<file path="src/rtl/stopwatch_timer_dp_if.sv">
// Control/status bundle between the button/control unit and the stopwatch datapath.
// The master side drives the command pulses and presets; the slave side returns time and lap state.
interface stopwatch_timer_dp_if;
  logic       run_stop;
  logic       clear;
  logic       load;
  logic [5:0] load_min;
  logic [5:0] load_sec;
  logic       dir;
  logic       lap;
  logic [6:0] msec;
  logic [5:0] sec;
  logic [5:0] min;
  logic [4:0] hour;
  logic [6:0] lap_msec;
  logic [5:0] lap_sec;
  logic [5:0] lap_min;
  logic [4:0] lap_hour;
  logic       lap_valid;
  logic       running;
  logic       done;

  modport master (
    output run_stop, clear, load, load_min, load_sec, dir, lap,
    input  msec, sec, min, hour, lap_msec, lap_sec, lap_min, lap_hour,
    input  lap_valid, running, done
  );

  modport slave (
    input  run_stop, clear, load, load_min, load_sec, dir, lap,
    output msec, sec, min, hour, lap_msec, lap_sec, lap_min, lap_hour,
    output lap_valid, running, done
  );
endinterface

</file>
<file path="src/rtl/stopwatch_timer_dp.sv">
// Up/down stopwatch datapath: centisecond prescaler, msec/sec/min/hour chain with
// single-edge carry/borrow, preset load, lap capture and a countdown-done pulse.
module stopwatch_timer_dp #(
  parameter int TICK_DIV = 1_000_000,
  parameter int HOUR_MOD = 24
) (
  input logic                 clk,
  input logic                 reset,
  stopwatch_timer_dp_if.slave bus
);
  localparam int              PW       = $clog2(TICK_DIV);
  localparam logic [PW-1:0]   PRE_MAX  = PW'(TICK_DIV - 1);
  localparam logic [4:0]      HOUR_MAX = 5'(HOUR_MOD - 1);

  typedef enum logic [1:0] {STOP, RUN, DONE} state_t;

  state_t        state, state_nxt;
  logic          done_nxt;
  logic [PW-1:0] presc;
  logic          dir_reg, running, done, lap_valid;
  logic [6:0]    msec, lap_msec;
  logic [5:0]    sec, min, lap_sec, lap_min;
  logic [4:0]    hour, lap_hour;

  logic          tick, c_sec, c_min, c_hour, b_sec, b_min, b_hour, zero_now, zero_dn;
  logic [6:0]    msec_up, msec_dn;
  logic [5:0]    sec_up, sec_dn, min_up, min_dn;
  logic [4:0]    hour_up, hour_dn;

  function automatic logic [5:0] sat59(input logic [5:0] v);
    return (v > 6'd59) ? 6'd59 : v;
  endfunction

  // All carries/borrows are decoded from the current value so every field moves on one edge.
  always_comb begin
    tick    = (state == RUN) && (presc == PRE_MAX);
    c_sec   = (msec == 7'd99);
    c_min   = c_sec && (sec == 6'd59);
    c_hour  = c_min && (min == 6'd59);
    msec_up = c_sec ? 7'd0 : msec + 7'd1;
    sec_up  = c_sec ? ((sec == 6'd59) ? 6'd0 : sec + 6'd1) : sec;
    min_up  = c_min ? ((min == 6'd59) ? 6'd0 : min + 6'd1) : min;
    hour_up = c_hour ? ((hour == HOUR_MAX) ? 5'd0 : hour + 5'd1) : hour;
    b_sec   = (msec == 7'd0);
    b_min   = b_sec && (sec == 6'd0);
    b_hour  = b_min && (min == 6'd0);
    msec_dn = b_sec ? 7'd99 : msec - 7'd1;
    sec_dn  = b_sec ? ((sec == 6'd0) ? 6'd59 : sec - 6'd1) : sec;
    min_dn  = b_min ? ((min == 6'd0) ? 6'd59 : min - 6'd1) : min;
    hour_dn = b_hour ? ((hour == 5'd0) ? HOUR_MAX : hour - 5'd1) : hour;
    zero_now = (msec == 7'd0) && (sec == 6'd0) && (min == 6'd0) && (hour == 5'd0);
    zero_dn  = (msec_dn == 7'd0) && (sec_dn == 6'd0) && (min_dn == 6'd0) && (hour_dn == 5'd0);
  end

  always_ff @(posedge clk) begin
    if (!reset) state <= STOP;
    else        state <= state_nxt;
  end

  always_comb begin
    state_nxt = state;
    done_nxt  = 1'b0;
    if (bus.clear || bus.load) begin
      state_nxt = STOP;
    end else begin
      case (state)
        STOP: begin
          if (bus.run_stop) begin
            if (dir_reg && zero_now) begin
              state_nxt = DONE;
              done_nxt  = 1'b1;
            end else begin
              state_nxt = RUN;
            end
          end
        end
        RUN: begin
          if (tick && dir_reg && zero_dn) begin
            state_nxt = DONE;
            done_nxt  = 1'b1;
          end else if (bus.run_stop) begin
            state_nxt = STOP;
          end
        end
        DONE:    state_nxt = DONE;
        default: state_nxt = STOP;
      endcase
    end
  end

  // Prescaler only advances in RUN, so a pause keeps the partial tick.
  always_ff @(posedge clk) begin
    if (!reset) begin
      presc     <= '0;
      dir_reg   <= 1'b0;
      running   <= 1'b0;
      done      <= 1'b0;
      lap_valid <= 1'b0;
    end else begin
      running <= (state_nxt == RUN);
      done    <= done_nxt;
      if (state == STOP) dir_reg <= bus.dir;
      if (bus.clear || bus.load) begin
        presc     <= '0;
        lap_valid <= 1'b0;
      end else if (state == RUN) begin
        presc <= tick ? '0 : presc + PW'(1);
        if (bus.lap) lap_valid <= 1'b1;
      end
    end
  end

  always_ff @(posedge clk) begin
    if (!reset) begin
      msec     <= '0;
      sec      <= '0;
      min      <= '0;
      hour     <= '0;
      lap_msec <= '0;
      lap_sec  <= '0;
      lap_min  <= '0;
      lap_hour <= '0;
    end else begin
      if (bus.clear) begin
        msec <= '0;
        sec  <= '0;
        min  <= '0;
        hour <= '0;
      end else if (bus.load) begin
        msec <= '0;
        sec  <= sat59(bus.load_sec);
        min  <= sat59(bus.load_min);
        hour <= '0;
      end else if (tick) begin
        msec <= dir_reg ? msec_dn : msec_up;
        sec  <= dir_reg ? sec_dn  : sec_up;
        min  <= dir_reg ? min_dn  : min_up;
        hour <= dir_reg ? hour_dn : hour_up;
      end
      // Lap takes the value present before this edge's tick.
      if (!bus.clear && !bus.load && (state == RUN) && bus.lap) begin
        lap_msec <= msec;
        lap_sec  <= sec;
        lap_min  <= min;
        lap_hour <= hour;
      end
    end
  end

  assign bus.msec      = msec;
  assign bus.sec       = sec;
  assign bus.min       = min;
  assign bus.hour      = hour;
  assign bus.lap_msec  = lap_msec;
  assign bus.lap_sec   = lap_sec;
  assign bus.lap_min   = lap_min;
  assign bus.lap_hour  = lap_hour;
  assign bus.lap_valid = lap_valid;
  assign bus.running   = running;
  assign bus.done      = done;
endmodule
</file>
<file path="src/flat_wrapper.sv">
// flat-port wrapper written by rule: the top's interface ports become plain ports
module stopwatch_timer_dp_flat 
#(
  parameter int TICK_DIV = 1_000_000,
  parameter int HOUR_MOD = 24
)
  (clk, reset, bus_run_stop, bus_clear, bus_load, bus_load_min, bus_load_sec, bus_dir, bus_lap, bus_msec, bus_sec, bus_min, bus_hour, bus_lap_msec, bus_lap_sec, bus_lap_min, bus_lap_hour, bus_lap_valid, bus_running, bus_done);
  stopwatch_timer_dp_if bus_i ();
  input logic clk;
  input logic reset;
  input wire logic [$bits(bus_i.run_stop)-1:0] bus_run_stop;
  input wire logic [$bits(bus_i.clear)-1:0] bus_clear;
  input wire logic [$bits(bus_i.load)-1:0] bus_load;
  input wire logic [$bits(bus_i.load_min)-1:0] bus_load_min;
  input wire logic [$bits(bus_i.load_sec)-1:0] bus_load_sec;
  input wire logic [$bits(bus_i.dir)-1:0] bus_dir;
  input wire logic [$bits(bus_i.lap)-1:0] bus_lap;
  output wire logic [$bits(bus_i.msec)-1:0] bus_msec;
  output wire logic [$bits(bus_i.sec)-1:0] bus_sec;
  output wire logic [$bits(bus_i.min)-1:0] bus_min;
  output wire logic [$bits(bus_i.hour)-1:0] bus_hour;
  output wire logic [$bits(bus_i.lap_msec)-1:0] bus_lap_msec;
  output wire logic [$bits(bus_i.lap_sec)-1:0] bus_lap_sec;
  output wire logic [$bits(bus_i.lap_min)-1:0] bus_lap_min;
  output wire logic [$bits(bus_i.lap_hour)-1:0] bus_lap_hour;
  output wire logic [$bits(bus_i.lap_valid)-1:0] bus_lap_valid;
  output wire logic [$bits(bus_i.running)-1:0] bus_running;
  output wire logic [$bits(bus_i.done)-1:0] bus_done;
  assign bus_i.run_stop = bus_run_stop;
  assign bus_i.clear = bus_clear;
  assign bus_i.load = bus_load;
  assign bus_i.load_min = bus_load_min;
  assign bus_i.load_sec = bus_load_sec;
  assign bus_i.dir = bus_dir;
  assign bus_i.lap = bus_lap;
  assign bus_msec = bus_i.msec;
  assign bus_sec = bus_i.sec;
  assign bus_min = bus_i.min;
  assign bus_hour = bus_i.hour;
  assign bus_lap_msec = bus_i.lap_msec;
  assign bus_lap_sec = bus_i.lap_sec;
  assign bus_lap_min = bus_i.lap_min;
  assign bus_lap_hour = bus_i.lap_hour;
  assign bus_lap_valid = bus_i.lap_valid;
  assign bus_running = bus_i.running;
  assign bus_done = bus_i.done;
  stopwatch_timer_dp #(.TICK_DIV(TICK_DIV), .HOUR_MOD(HOUR_MOD)) u_core (.clk(clk), .reset(reset), .bus(bus_i));
endmodule
</file>
<file path="config.mk">
export PLATFORM = sky130hd
export DESIGN_NAME = stopwatch_timer_dp_flat
export DESIGN_NICKNAME = d
export VERILOG_FILES = /design/src/rtl/stopwatch_timer_dp_if.sv /design/src/rtl/stopwatch_timer_dp.sv /design/src/flat_wrapper.sv
export SDC_FILE = /design/constraint.sdc
export NUM_CORES = 1
export LEC_CHECK = 0
export BUFFER_PORTS_ARGS = -buffer_cell sky130_fd_sc_hd__buf_2
export CAP_MARGIN = 25
export CORE_UTILIZATION = 53
export CTS_CLUSTER_DIAMETER = 100
export DETAILED_ROUTE_END_ITERATION = 8
export HOLD_SLACK_MARGIN = 0.12
export PLACE_DENSITY = 0.86
export SYNTH_ARGS = -nofsm -noshare
export SYNTH_HDL_FRONTEND = slang
export SYNTH_SLANG_ARGS = --single-unit
</file>
<file path="constraint.sdc">
create_clock -name clk -period 5.05 [get_ports clk]
set_input_delay 0.505 -clock clk [delete_from_list [all_inputs] [get_ports clk]]
set_output_delay 0.505 -clock clk [all_outputs]
set_load 0.02 [all_outputs]
</file>
### Word-level counts from Yosys, hierarchy flattened

Index checks and enable logic that the tools add are counted.

| word-level totals | value |
|---|---|
| register bits | 74 |
| bits of input ports | 19 |
| output and inout bits | 51 |
| logic and storage cells | 107 |

| operators by class | value |
|---|---|
| $add $sub $neg | 9 |
| $lt $le $gt $ge | 2 |
| equality and inequality tests | 8 |
| multiplexer cells | 35 |
| bitwise operators | 1 |
| reduce and logical (&&, ||, !) cells | 38 |

Operator list:

| operator | count |
|---|---|
| two-way mux 6 bit | 16 |
| two-way mux 5 bit | 5 |
| logical NOT 6 bit | 4 |
| two-way mux 7 bit | 3 |
| adder 20 x 1 -> 20 bit, second input constant | 1 |
| == test 20 bit, second input constant | 1 |
| two-way mux 20 bit | 1 |
| logical AND 1 bit | 15 |
| logical NOT 7 bit | 2 |
| adder 6 x 1 -> 6 bit, second input constant | 2 |
| == test 6 bit, second input constant | 2 |
| greater-than comparator 6 bit, second input constant | 2 |
| subtractor 6 x 1 -> 6 bit, second input constant | 2 |
| logical NOT 5 bit | 2 |
| two-way mux 2 bit | 5 |
| AND reduction 2 bit | 4 |
| adder 7 x 1 -> 7 bit, second input constant | 1 |
| == test 7 bit, second input constant | 1 |
| subtractor 7 x 1 -> 7 bit, second input constant | 1 |
| case mux 2 bit (3 select lines) | 1 |
| nonzero test 3 bit | 2 |
| adder 5 x 1 -> 5 bit, second input constant | 1 |
| == test 5 bit, second input constant | 1 |
| subtractor 5 x 1 -> 5 bit, second input constant | 1 |
| other kinds (11) | 17 |

### Longest topological paths before layout

Gate-level depths: netlist of run 1.

| depth | value |
|---|---|
| word-level depth | 12 |
| gate-level depth with buffers | 12 |

### Worst setup path after synthesis of run 1

OpenSTA, ideal clock, no wires.

| path | value |
|---|---|
| path kind | flip-flop to flip-flop |
| start | register u_core.sec[0] (netlist: u_core.bus.sec[0]) |
| end | register u_core.running (netlist: u_core.bus.running) |
| library setup time | 120 ps |
| arrival | 2793 ps |
| data required time | 4930 ps |
| slack | 2137 ps |
| stages on the path, launching flop included | 12 |
| cell sequence | dfxtp_1 -> clkbuf_1 -> inv_1 -> ha_1 -> clkbuf_2 -> nor4b_4 -> and4_1 -> nand2_1 -> or3_1 -> a211o_1 -> or4_4 -> o2bb2ai_1 |

| between the ends | value |
|---|---|
| word-level cells in the longest chain between the ends | 12 |

RTL lines:

| element | RTL line | source |
|---|---|---|
| from (decl) | stopwatch_timer_dp.sv:22 | `logic [5:0] sec, min, lap_sec, lap_min;` |
| from (signal assigned) | stopwatch_timer_dp.sv:131 | `sec <= sat59(bus.load_sec);` |
| from (signal assigned) | stopwatch_timer_dp.sv:136 | `sec <= dir_reg ? sec_dn : sec_up;` |
| subtractor 6 x 1 -> 6 bit or logical NOT 6 bit (tied branches) | stopwatch_timer_dp.sv:48, stopwatch_timer_dp.sv:45, stopwatch_timer_dp.sv:51 |  |
| two-way mux 6 bit (2 in a row) | stopwatch_timer_dp.sv:48 | `sec_dn = b_sec ? ((sec == 6'd0) ? 6'd59 : sec - 6'd1) : sec;` |
| logical NOT 6 bit | stopwatch_timer_dp.sv:52 | `zero_dn = (msec_dn == 7'd0) && (sec_dn == 6'd0) && (min_dn == 6'd0) && (hour_dn == 5'd0);` |
| logical AND 1 bit (3 in a row) | stopwatch_timer_dp.sv:52 |  |
| logical AND 1 bit | stopwatch_timer_dp.sv:78 | `if (tick && dir_reg && zero_dn) begin` |
| two-way mux 2 bit | stopwatch_timer_dp.sv:78 |  |
| case mux 2 bit (3 select lines) (*) | stopwatch_timer_dp.sv:66 | `case (state)` |
| two-way mux 2 bit (*) | stopwatch_timer_dp.sv:63 | `if (bus.clear \|\| bus.load) begin` |
| == test 2 x 1 -> 1 bit (*) | stopwatch_timer_dp.sv:100 | `running <= (state_nxt == RUN);` |
| to (signal assigned) | stopwatch_timer_dp.sv:100 |  |
| to (decl) | stopwatch_timer_dp.sv:20 | `logic dir_reg, running, done, lap_valid;` |

Every way passes the cells marked *; elsewhere a longest branch is shown, timed or not.
A chain may end at the register's enable or synchronous reset.

### Worst setup path after layout of run 1

| path | value |
|---|---|
| start | register u_core.sec[0] (netlist: u_core.bus.sec[0]) |
| end | register u_core.done (netlist: u_core.bus.done) |

| between the ends | value |
|---|---|
| word-level cells in the longest chain between the ends | 10 |

RTL lines:

| element | RTL line | source |
|---|---|---|
| subtractor 6 x 1 -> 6 bit or logical NOT 6 bit (tied branches) | stopwatch_timer_dp.sv:48, stopwatch_timer_dp.sv:45, stopwatch_timer_dp.sv:51 |  |
| two-way mux 6 bit (2 in a row) | stopwatch_timer_dp.sv:48 |  |
| logical NOT 6 bit | stopwatch_timer_dp.sv:52 |  |
| logical AND 1 bit (3 in a row) | stopwatch_timer_dp.sv:52 |  |
| logical AND 1 bit | stopwatch_timer_dp.sv:78 |  |
| two-way mux 1 bit | stopwatch_timer_dp.sv:78 |  |
| case mux 1 bit (2 select lines) (*) | stopwatch_timer_dp.sv:66 |  |
| to (signal assigned) | stopwatch_timer_dp.sv:101 | `done <= done_nxt;` |
| to (decl) | stopwatch_timer_dp.sv:20 |  |

Marks and branches as above.

==> results of run 1 <==
[cells in the mapped netlist (3+ instances only)]
cell / count / share of area
o31ai_1: 3 / 0.0051
ha_1: 11 / 0.031
nor3_1: 12 / 0.013
nor2b_1: 6 / 0.0084
a31oi_1: 12 / 0.017
nor4b_1: 3 / 0.0059
and3_1: 5 / 0.0070
a211oi_1: 5 / 0.0084
a21oi_1: 35 / 0.039
clkbuf_1: 36 / 0.030
o21ai_0: 31 / 0.035
a22oi_1: 3 / 0.0051
a211o_1: 3 / 0.0059
xor2_1: 17 / 0.033
o221ai_1: 4 / 0.0079
o2bb2ai_1: 3 / 0.0059
or3_1: 8 / 0.011
or4_1: 3 / 0.0051
nand4_1: 20 / 0.028
nand2_1: 98 / 0.083
inv_1: 16 / 0.013
or2_2: 3 / 0.0042
o211ai_1: 10 / 0.017
nand2b_1: 8 / 0.011
xnor2_1: 10 / 0.020
nand3_1: 20 / 0.022
a21boi_0: 26 / 0.044
dfxtp_1: 74 / 0.33
nor3b_1: 4 / 0.0067
mux2i_1: 4 / 0.0090
nor2_1: 55 / 0.046
buf_2: 4 / 0.0045
[per-layer routing]
layer | track usage | share of wire | up-vias
met5 | 0 | 0 | -
met4 | 0.1167 | 0.030 | 0
met3 | 0.05259 | 0.073 | 45
met2 | 0.4773 | 0.48 | 210
met1 | 0.3453 | 0.42 | 2112
li1 | - | - | 2180
[worst min-delay path, delay by kind of cell]
family | cells | cell delay, ns
and+or+nand+nor | 1 | 0.04
AOI/OAI and AO/OA | 1 | 0.06
buffers and inverters | 1 | 0.10
[cell type report]
class	count	area, um2	share of cell area
multi-input combinational	457	2733	0.5497
sequential	74	1481	0.2980
timing repair buffer	71	360.3	0.07249
inverter	17	63.81	0.01284
clock buffer	9	123.9	0.02492
tap	105	131.4	0.02643
clock inverter	7	77.57	0.01561
[through the flow]
step                      hold WS, ns  area, um2
after floorplan                0.4492       4452
after global placement         0.4474       4770
after detailed placement       0.4539       4770
after CTS                      0.3908       4971
after global routing           0.4092       4971
final                          0.3927       4971
[power groups by stage]
stage	clock, W	combinational (W)	sequential, W
after floorplan	0	0.000107	0.000611
after global placement	0	0.000139	0.000615
after detailed placement	0	0.000141	0.000615
after CTS	0.000479	0.000142	0.000601
after global routing	0.000506	0.000158	0.000603
final	0.000473	0.000144	0.000602
[final timing paths]
path | from | end | slack (ns) | cells past startpoint
max | u_core.bus.sec[0]$_SDFFE_PP0P_ | u_core.bus.done$_SDFF_PP0_ | 1.70 | 9
min | bus_dir | u_core.dir_reg$_SDFFE_PN0P_ | 0.39 | 3
max reg2reg | u_core.bus.sec[0]$_SDFFE_PP0P_ | u_core.bus.done$_SDFF_PP0_ | 1.70 | 9
min reg2reg | u_core.bus.lap_hour[4]$_SDFFE_PN0P_ | u_core.bus.lap_hour[4]$_SDFFE_PN0P_ | 0.46 | 2
[logic make-up (layout without fill, tap and decap cells)]
logic type,count (synthesis),count (layout),share of synthesized area
fa+ha+maj,11,11,0.03092
compound gates,153,153,0.2251
xor+xnor,27,27,0.05312
mux,5,5,0.01152
buf+inv,61,104,0.05452
simple gates,261,261,0.2920
flops,74,74,0.3328
==> run metrics, run 1 <==
drt total wl around 12000 um; layout cells sized above 1 0.1638; Max Cap Viol 0; global placement routability congestion around 0.9; Rel. slew slack 0.4703; die area slightly below 9000 um2; Internal Power 0.0008727 W; Die Y roughly 94 um; num ports 70; Max Clock Freq 298.1 MHz; drt pass-1 iters 5; Layout Nets 660; share of the clock period used by the worst path 0.6643; Syn Inst Count 592; worst path arrival time 3.64 ns; syn nets between 600 and 700; skew final 0.01220 ns; Hold-fix buffers, CTS 0; max FFs per register 20; dominant synthesized flop cell dfxtp_1; Fin Setup TNS 0 ns; Pleak around 1.8 nW; ant diodes 0; Reg clk slew, reported paths 0.09 ns; count of pins over their slew limit 0; clock root buffer clkbuf_8; CP endpoint kind register; grt ovf 0; switching share of total power 0.2843; core area between 8000 and 9000 um2; worst path buffer plus inverter count 1; chip width around 94 um; worst hold path class in2reg; post-DR vias/cell between 6 and 7; Avg Cell Area, Syn approximately 7.5 um2; Setup Buffers After CTS 0; combinational power share 0.118; HPWL after detailed placement 8413 um; CTS Buf Count 9; Clk pwr share 0.388; Post-Synthesis Cell Area roughly 4500 um2; most frequent cells in the layout nand2_1, dfxtp_1, buf_2; Post-synth EDFFs 0; WP data required between 5 and 6 ns; fraction of registers with async set or reset after synthesis 0; fin crit period about 3.4 ns; Final Hold Vio Count 0; most common cell after layout, fill and taps aside nand2_1; outcome completed; sequential share of power 0.494; Setup Viol. Count Final 0; Total GRT Usage 0.2802; Area Overhead vs Synth 11.66%; Yosys warnings 0; Distinct cells, synth 66; Finished Core Util 0.6081; delay-heaviest family, CP simple AND/OR/NAND/NOR gates; switching pwr roughly 0.00035 W; Finished Layout Cells 740; RSZ-0062 raised after global routing false; Starting DRT DRC Count 421; Max IR drop VDD roughly 0.14 mV; dpl ws around 1.8 ns; Clock Latency Late Sink ~0.37 ns; worst path cell trace inv_1 > ha_1 > nor4b_4 > and4_1 > nand2_1 > or3_1 > a211o_1 > or4_4 > a211oi_2; Power Dens Cells between 200 and 250 nW/um2; CTS resizes 0; clk sinks between 70 and 80; Max Root-Sink Buffers 2; post-route ant nets 0; biggest regs u_core.presc: 20 flops, u_core.bus.lap_msec: 7 flops, u_core.bus.msec: 7 flops; via count 4547; row count 33; vias in the first global route slightly above 4k; Setup CP Type reg2reg; placed cell count 724; H-Tree Depth 3; slowest cell on the critical path or4_4; global-route wire length before repair just under 20000 um; routed len/inst 15.90 um; Initial Util 0.5445; DRC 0; critical path fanouts, max 12; # fillers roughly 750; register bank with the most flops u_core.presc; PortBufs 69; CTS tree done; CP Launch Type register; initial antenna violation count 0; Crit path largest cell delay a little under 0.6 ns; post-layout power 0.001219 W; sequential area share after synthesis 0.3328; Final WS setup 1.695 ns; Synth Register Bits 74; largest net degree at the start of global routing 38; Slew @ Worst Pin approximately 0.8 ns
(Power assumes the default switching activity.)
==> inputs of run 2 (changes only) <==
--- a/config.mk
+++ b/config.mk
@@ -5,6 +5,7 @@
 export SDC_FILE = /design/constraint.sdc
 export NUM_CORES = 1
 export LEC_CHECK = 0
+export ABC_AREA = 1
 export BUFFER_PORTS_ARGS = -buffer_cell sky130_fd_sc_hd__buf_2
 export CAP_MARGIN = 25
 export CORE_UTILIZATION = 53
==> constraint.sdc (replaced) <==
create_clock -name clk -period 3.2 [get_ports clk]
set_input_delay 0.32 -clock clk [delete_from_list [all_inputs] [get_ports clk]]
set_output_delay 0.32 -clock clk [all_outputs]
set_load 0.02 [all_outputs]
==> run 2 against run 1 <==
Effect of this change:
- register-to-register slack worse by 0.84 ns
- area after synthesis is 1.8% higher
- final cell count is 15% higher
- synthesized cell count is 15% higher
- first-iteration DRC count is 28% lower
- clock skew is 0.00078 ns lower
==> run metrics, run 2 <==
clock root buffer clkbuf_8; initial antenna violation count 0; biggest regs u_core.presc: 20 flops, u_core.bus.lap_msec: 7 flops, u_core.bus.msec: 7 flops; CP Launch Type register; via count 4762; worst path arrival time ~2.6 ns; global placement routability congestion 0.9109; chip width between 90 and 100 um; routed len/inst approximately 14 um; Max IR drop VDD ~0.21 mV; share of the clock period used by the worst path 0.7325; Setup Buffers After CTS 0; Layout Nets about 770; post-layout power ~0.0019 W; worst hold path class in2reg; num ports 70; Area Overhead vs Synth 12.87%; Post-Synthesis Cell Area roughly 4500 um2; FF/Latch Area around 1500 um2; CTS Buf Count 9; clk sinks 74; post-DR vias/cell about 5.6; Rel. slew slack 0.5298; Max Cap Viol 0; post-route ant nets 0; PortBufs around 70; Distinct cells, synth 44; synth top area cells dfxtp_1, nand2_1, o21ai_0; Total GRT Usage 0.2868; Avg Cell Area, Syn between 6 and 7 um2; Power Dens Cells roughly 380 nW/um2; RSZ-0062 raised after global routing false; DRC 0; Setup CP Type reg2reg; global-route wire length before repair approximately 20000 um; Max Root-Sink Buffers 2; Hold-fix buffers, CTS 0; Internal Power roughly 0.0014 W; register bank with the most flops u_core.presc; multi-input logic area 2621 um2; sequential area share after synthesis 0.3270; fin crit period roughly 2.3 ns; HPWL after detailed placement 9079 um; Starting DRT DRC Count roughly 300; die area between 8000 and 9000 um2; skew final roughly 0.011 ns; fraction of registers with async set or reset after synthesis 0; drt total wl ~12000 um; Clock Latency Late Sink 0.36 ns; most frequent cells in the layout nand2_1, nor2_1, inv_1; CTS tree done; Fin Setup TNS 0 ns; Max Clock Freq about 430 MHz; outcome completed; largest net degree at the start of global routing 29; grt ovf 0; Syn Inst Count 682; CP endpoint kind register; most common cell in the netlist nand2_1; Die Y 94.46 um; Setup Viol. Count Final 0; sequential share of power 0.486; top cell type's share of synthesized area 0.3270; Slew @ Worst Pin between 0.7 and 0.8 ns; ant diodes 0; FF-to-FF setup slack ~0.86 ns; Clk pwr share 0.377; critical path fanouts, max 11; most common cell after layout, fill and taps aside nand2_1; dominant synthesized flop cell dfxtp_1; H-Tree Depth 3; layout cells sized above 1 0.1564; core area between 8000 and 9000 um2; Post-synth EDFFs 0; WP data required ~3.4 ns; max FFs per register 20; Synth Register Bits 74; count of pins over their slew limit 0; drt pass-1 iters 5; CTS resizes 0; switching share of total power 0.2878; vias in the first global route 4310; combinational power share 0.137; Final Hold Vio Count 0; # fillers just under 800; commonest cells in the netlist nand2_1, nor2_1, inv_1, dfxtp_1, o21ai_0; row count 33; Reg clk slew, reported paths about 0.080 ns; area leader, netlist dfxtp_1; Initial Util 0.5486; syn nets a little over 700; Yosys warnings 0; Pleak 2.249 nW; switching pwr about 0.00056 W
## run 2: cell types whose count changed after synthesis, moves of 22 or more
cell	before	now
o21ai_0	31	65
nand3_1	20	50
a21boi_0	26	1
clkbuf_1	36	10
nor2_1	55	79
inv_1	16	77
nand2_1	98	134
a21oi_1	35	57
## run 2: cell families after synthesis
family	synth area share
xor+xnor	0.03287
buf+inv	0.09555
flops	0.3270
compound gates	0.1955
simple gates	0.3187
fa+ha+maj	0.03038
## run 2: path summary, 6_finish.rpt
path / to / cells past startpoint / from
worst min-delay path: u_core.dir_reg$_SDFFE_PN0P_ / 3 / bus_dir
worst max-delay path: u_core.bus.running$_SDFF_PN0_ / 13 / u_core.bus.msec[1]$_SDFFE_PP0P_
worst max register to register: u_core.bus.running$_SDFF_PN0_ / 13 / u_core.bus.msec[1]$_SDFFE_PP0P_
worst min register to register: u_core.presc[18]$_SDFFE_PP0N_ / 2 / u_core.presc[18]$_SDFFE_PP0N_
## run 2: worst max-delay path: stages, from the launching register on
cell and delay [ns]:
dfxtp_1 0.34, inv_1 0.20, ha_1 0.24, nand2_1 0.12, nor2_4 0.30, nand2_2 0.24
o21ai_1 0.18, nand3_1 0.11, inv_1 0.09, nand3_1 0.08, nor2_1 0.09, nand2_1 0.08
nand2_1 0.08, a21oi_1 0.07
## run 2: layout make-up
| class | count | area share |
|---|---|---|
| timing repair buffer | 74 | 0.07487 |
| sequential | 74 | 0.2897 |
| clock inverter | 5 | 0.01077 |
| multi-input combinational | 504 | 0.5126 |
| clock buffer | 10 | 0.02691 |
| tap | 105 | 0.02569 |
| inverter | 81 | 0.05946 |
## run 2: power by group through the flow
stage,Combinational [W],Sequential [W],Clock (W)
after floorplan,0.000184,0.000972,0
after global placement,0.000256,0.000968,0
after detailed placement,0.000260,0.000968,0
after CTS,0.000261,0.000946,0.000753
after global routing,0.000296,0.000949,0.000793
final,0.000266,0.000947,0.000735
## run 2: stage by stage
step | cells | cell area [um2] | hold slack, ns | utilization | setup slack (ns)
6_report | 853 | 5114 | 0.2184 | 0.6192 | 0.8561
3_3_place_gp | 838 | 4921 | 0.4394 | 0.5959 | 0.9325
4_1_cts | 853 | 5114 | 0.2097 | 0.6192 | 0.8679
2_1_floorplan | 682 | 4531 | 0.4222 | - | 1.148
5_1_grt | 853 | 5114 | 0.2233 | 0.6192 | 0.6335
3_5_place_dp | 838 | 4921 | 0.4532 | 0.5959 | 0.8841
## run 2: per-layer routing
layer  vias up  GRT usage  part of all wire
met5         -          0                 0
met4         0    0.09343             0.015
met3        19    0.08535             0.089
met2       224     0.4746              0.47
met1      2122     0.3558              0.43
li1       2397          -                 -
